<file path="src/rtl/multiaddr_expand.sv">
// multiaddr_expand
//   Expands one multi-address set {addr, mask} into its unicast addresses, one per output beat.
//   Bits set in the mask are don't-cares. A set therefore holds 2^popcount(mask) addresses.
//   The addresses are enumerated in ascending numeric order, and the last beat of a set is flagged.
//   Ports:
//     clk_i, rst_ni              clock, synchronous active-low reset
//     valid_i/ready_o            input set handshake
//     addr_i, mask_i             set address and don't-care mask
//     valid_o/ready_i            output beat handshake
//     addr_o, last_o, beat_o     current unicast address, final-beat flag, 0-based beat index
//     busy_o                     expansion in progress
module multiaddr_expand #(
    parameter int unsigned AddrWidth = 32
) (
    input  logic                 clk_i,
    input  logic                 rst_ni,
    input  logic                 valid_i,
    output logic                 ready_o,
    input  logic [AddrWidth-1:0] addr_i,
    input  logic [AddrWidth-1:0] mask_i,
    output logic                 valid_o,
    input  logic                 ready_i,
    output logic [AddrWidth-1:0] addr_o,
    output logic                 last_o,
    output logic [AddrWidth-1:0] beat_o,
    output logic                 busy_o
);

    typedef enum logic [0:0] {StIdle, StExpand} state_e;

    state_e               r_state, w_state_d;
    logic [AddrWidth-1:0] r_base, w_base_d;
    logic [AddrWidth-1:0] r_mask, w_mask_d;
    logic [AddrWidth-1:0] r_cur, w_cur_d;
    logic [AddrWidth-1:0] r_beat, w_beat_d;
    logic                 w_last;
    logic [AddrWidth-1:0] w_cur_inc;

    // All masked bits set means the masked-bit counter is at its maximum.
    assign w_last = ((r_cur & r_mask) == r_mask);

    // Forcing the unmasked bits to 1 lets the carry ripple straight through them to the next
    // masked bit. Re-masking and OR-ing with the base then restores the fixed bits.
    assign w_cur_inc = (((r_cur | ~r_mask) + AddrWidth'(1)) & r_mask) | r_base;

    always_ff @(posedge clk_i) begin
        if (!rst_ni) begin
            r_state <= StIdle;
            r_base  <= '0;
            r_mask  <= '0;
            r_cur   <= '0;
            r_beat  <= '0;
        end else begin
            r_state <= w_state_d;
            r_base  <= w_base_d;
            r_mask  <= w_mask_d;
            r_cur   <= w_cur_d;
            r_beat  <= w_beat_d;
        end
    end

    always_comb begin
        w_state_d = r_state;
        w_base_d  = r_base;
        w_mask_d  = r_mask;
        w_cur_d   = r_cur;
        w_beat_d  = r_beat;
        ready_o   = 1'b0;
        valid_o   = 1'b0;
        busy_o    = 1'b0;
        last_o    = 1'b0;

        unique case (r_state)
            StIdle: begin
                ready_o = 1'b1;
                if (valid_i) begin
                    w_base_d  = addr_i & ~mask_i;
                    w_mask_d  = mask_i;
                    w_cur_d   = addr_i & ~mask_i;
                    w_beat_d  = '0;
                    w_state_d = StExpand;
                end
            end
            StExpand: begin
                valid_o = 1'b1;
                busy_o  = 1'b1;
                last_o  = w_last;
                if (ready_i) begin
                    if (w_last) begin
                        w_state_d = StIdle;
                    end else begin
                        w_cur_d  = w_cur_inc;
                        w_beat_d = r_beat + AddrWidth'(1);
                    end
                end
            end
            default: w_state_d = StIdle;
        endcase
    end

    assign addr_o = r_cur;
    assign beat_o = r_beat;

endmodule

</file>
<file path="config.mk">
export PLATFORM = sky130hd
export DESIGN_NAME = multiaddr_expand
export DESIGN_NICKNAME = d
export VERILOG_FILES = /design/src/rtl/multiaddr_expand.sv
export SDC_FILE = /design/constraint.sdc
export NUM_CORES = 1
export LEC_CHECK = 0
export ABC_AREA = 1
export CAP_MARGIN = 20
export CORE_MARGIN = 2
export CORE_UTILIZATION = 55
export DETAILED_ROUTE_END_ITERATION = 10
export DONT_BUFFER_PORTS = 1
export HOLD_SLACK_MARGIN = 0.03
export PLACE_DENSITY = 0.8
export SYNTH_ARGS = -nofsm -noshare
export SYNTH_HDL_FRONTEND = slang
export SYNTH_SLANG_ARGS = --single-unit
</file>
<file path="constraint.sdc">
create_clock -name clk_i -period 3.1 [get_ports clk_i]
set_clock_uncertainty 0.2 [all_clocks]
set_input_delay 0.62 -clock clk_i [delete_from_list [all_inputs] [get_ports clk_i]]
set_output_delay 0.62 -clock clk_i [all_outputs]
set_load 0.005 [all_outputs]
</file>
Word-level counts from Yosys, hierarchy flattened

Cells that the tools add are included.

Flip-flop bits (word level): 129
Word-level logic and storage cells: 36
Output and inout port bits: 68
Input port bits: 68

Muxes and demuxes: 15
Bitwise gates (word level): 8
Eq/ne operators: 4
Reductions and logical operators: 2
$add $sub $neg: 2

Operators with widths:

| cell                                                            | number |
|---|---|
| 32-bit 2-to-1 mux                                               | 6 |
| 32-bit case mux with 2 select lines                             | 2 |
| 32-bit AND                                                      | 3 |
| 32-bit by 1-bit adder with 32-bit output, second input constant | 2 |
| 32-bit inverter                                                 | 2 |
| 32-bit OR                                                       | 2 |
| 32-bit == test                                                  | 1 |
| 1-bit 2-to-1 mux                                                | 6 |
| 2-bit inequality test, second input constant                    | 3 |
| 3-bit AND reduction                                             | 1 |
| 1-bit case mux with 2 select lines                              | 1 |
| 2-bit AND reduction                                             | 1 |
| 1-bit inverter                                                  | 1 |

Depth between registers and ports, before layout

Depth in word-level cells: 8
Mapped depth: 14
Depth with buffers taken out: 14

Least setup slack after synthesis

Ideal clock, no wire load.

Path kind: reg2out
Start point: register r_cur[0], in the netlist addr_o[0]
End point: output last_o
Data arrival time: 1345 ps
Buffers on the path: 0
Stages on the path, launching flop included: 10
Slack: 935 ps
Required time: 2280 ps
Path through: dfxtp_1 > inv_1 > nand2_1 > ha_1 > nand2_2 > nor2_4 > nand2_4 > nor2_8 > nand4_4 > inv_1

Longest elaborated chain between the ends: 3

RTL lines:

| item                   | RTL line | RTL |
|---|---|---|
| start, declared        | 34       | `logic [AddrWidth-1:0] r_cur, w_cur_d;` |
| start signal, assigned | 57       | `r_cur <= w_cur_d;` |
| 32-bit AND             | 40       | `assign w_last = ((r_cur & r_mask) == r_mask);` |
| 32-bit == test         | 40       |  |
| 1-bit 2-to-1 mux       | 73       | `unique case (r_state)` |
| end, declared          | 24       | `output logic last_o,` |

No other way between the ends.

Worst setup path after layout

Start point: register r_cur[1], in the netlist addr_o[1]
End point: output last_o

Same word-level chain as after synthesis.

==> reports/summary.txt <==
critical path capture point type = primary output
Die H = 120 um
Layout Nets = 1218
routability-driven placement congestion ratio = 0.936
GR Overflow Total = 0
main combinational cell family by area after synthesis = simple AND/OR/NAND/NOR gates
CTS tree = yes
Vias per Instance = 5.46
simple-gate share of the synthesized area = 0.398
DRT antenna net count = 0
M1 WL = 8430 um
Compound-Gate Fraction of Synth Area = 0.118
final setup fails = 0
syn nets = 1238
Root Buffer = clkbuf_16
cts hold-fix bufs = 0
Max Cap Viol = 0
RSZ-0062 raised after global routing = false
Clock Latency Late Sink = 0.43 ns
CP Max Fanout = 8
First-pass DRT Iterations = 5
ranking of synthesized cells by area = dfxtp_1, nand2_1, nor2_1, nand3_1, inv_1
clock buffer depth = 2
drt drc = 0
Post-CTS Setup Repair Bufs = 0
syn_area_per_cell = 6.28 um2
final slew viol count = 0
CP max stage delay = 0.36 ns
CTS Buf Count = 17
vias in the first global route = 6767
register area share after synthesis = 0.352
met3 routed WL = 1710 um
DR WL met2 = 9510 um
core footprint = 13100 um2
Mapped Cells = 1168
die area = 14300 um2
Synth warnings = 0
first-pass GRT wire length = 32800 um
clk slew on worst S/H paths = 0.06 ns
final hold vios = 0
ANT cells = 0
CP startpoint kind = flip-flop
CTS H-tree lvls = 4
Worst EP arrival = 2.05 ns
Syn-to-layout area delta = 9.34%
DR top layer = met4
number of DRC markers in iteration 0 = 665
max_slew headroom = 0.544
Synth Register Bits = 129
Tcrit/Tclk final = 0.926
fmax = 349 MHz
post-synthesis xor/xnor area fraction = 0.0310
status = finished, final reports clean
final WL = 20100 um
# resized after CTS = 0
critical path required time = 2.28 ns
maximum VDD drop = 0.432 mV
Die Wd = 120 um
HPWL after DPL = 13900 um
worst setup path class = flip-flop to primary output
Synth Area in Adders = 0.00341
min cycle time layout = 2.87 ns
GRT Overall Usage = 0.285
IO Pins = 136
Crit-path slowest cell = dfxtp_1
area leader, netlist = dfxtp_1
clk sinks = 129
Worst-Margin Slew = 0.682 ns
share of cells above drive strength 1 = 0.0810
Design Power = 0.00462 W
via count = 7295
Total Negative Setup Slacks = 0 ns
Synth top area share = 0.352
Initial Utilization = 0.559
PD cells = 575 nW/um2
CP most frequent cell = inv_1
sum of buffers and inverters on the critical path = 2
IO Port Bufs = 0
post-synth cell types = 39
wire per inst = 15.0 um
initial antenna violation count = 0
largest net degree at the start of global routing = 78
mux share of post-synthesis cell area = 0
CP delay by family, top = simple AND/OR/NAND/NOR gates
Rows = 42
Hold Path Class = primary input to flip-flop
CP cell instances = inv_1, nand2_1, ha_1, nand2_2, nor2_4, nand2_4, nor2_8, nand4_4, inv_1
Post-Synthesis Cell Area = 7340 um2
Pleak = 3.46 nW
[worst reg2reg max path, stage by stage, from the launching register on]
cell	delay [ns]
dfxtp_1	0.36
inv_1	0.07
nand2_1	0.08
ha_1	0.24
nand2_2	0.10
nor2_4	0.16
nand2_4	0.11
nor2_8	0.15
nand4_4	0.17
nand2_4	0.12
buf_4	0.55
nand2_1	0.15
a21oi_1	0.18
[placed cells by master, fill, tap and decap left out, types with 3 or more instances in the layout]
master     count
o21ai_1       12
inv_1        114
xnor2_1       18
buf_4          8
clkbuf_8       3
nand2_1      342
nand4_1        9
nand3_1      115
nor2_1       166
dfxtp_1      129
nor2_2         5
buf_12         3
nand3b_1       9
o22ai_1        7
nor3_1         8
xor2_1         8
o211ai_1       4
nand2_4        4
a21oi_1       40
clkinv_2       4
clkinv_4       5
o21ai_0       69
nand2_2       21
inv_2          5
clkbuf_16     17
clkinv_1       3
o21bai_1       5
a21oi_2       12
[final timing paths]
check                                from        end  slack (ns)  cells past startpoint
worst max-delay path            addr_o[1]     last_o        0.23                      9
worst min-delay path               rst_ni  addr_o[1]        0.14                      2
worst max register to register  addr_o[1]  beat_o[3]        0.37                     12
worst min register to register  r_base[0]  r_base[0]        0.28                      2
[final cells by class]
cell class	count	area [um2]
clock buffer	20	467
clock inverter	12	133
sequential	129	2580
inverter	122	458
fill	1227	5110
timing repair buffer	11	120
multi-input combinational	867	4050
tap	176	220
[kinds of logic after synthesis]
| family | after synthesis |
|---|---|
| adder cells (fa/ha/maj) | 2 |
| buffers and inverters | 172 |
| flip-flops | 129 |
| XOR/XNOR | 26 |
| AND/OR/NAND/NOR | 684 |
| AO/OA/AOI/OAI | 155 |
[sequential cells by signal, indices dropped and copies added (netlist names)]
| signal | count |
|---|---|
| beat_o | 32 |
| r_base | 32 |
| addr_o | 32 |
| r_mask | 32 |
| r_state | 1 |
[cells in the mapped netlist]
cell	instances
buf_1	9
o21ai_1	12
o2111ai_1	1
buf_12	1
nand2_2	20
buf_4	1
nor2_8	1
nand2_4	4
a21oi_2	12
o211ai_1	4
dfxtp_1	129
clkbuf_1	28
clkinv_1	1
nor2_1	166
buf_6	4
a211oi_1	1
o21bai_1	5
nor3b_1	1
nor3_1	8
nor2_2	5
ha_1	2
nor2_4	2
xnor2_1	18
o21ai_0	69
buf_2	6
a31oi_1	1
a21oi_1	40
nand4_4	1
o22ai_1	7
o221ai_1	1
buf_8	1
inv_2	4
a22oi_1	2
nand3b_1	9
xor2_1	8
nand2_1	343
nand3_1	115
inv_1	117
nand4_1	9
[where the power goes]
group	internal [W]	switching [W]
Clock	0.00125	0.000793
Sequential	0.00175	0.0000955
Combinational	0.000217	0.000515
[metrics by stage]
step	hold WS, ns	util	cells	cell area, um2	worst slack, ns
CTS	0.128	0.609	1336	8010	0.235
global route	0.136	0.611	1337	8030	0.0791
detailed placement	0.267	0.564	1304	7410	0.420
global placement	0.262	0.564	1304	7410	0.487
floorplan	0.249	-	1168	7340	0.935
finish	0.137	0.611	1337	8030	0.231
[per-layer routing]
layer / vias to the layer above / track usage
li1: 3675 / -
met1: 3273 / 0.352
met2: 310 / 0.476
met3: 37 / 0.0732
met4: 0 / 0.115
met5: - / 0
No activity file was read; power rests on OpenSTA's default activity.
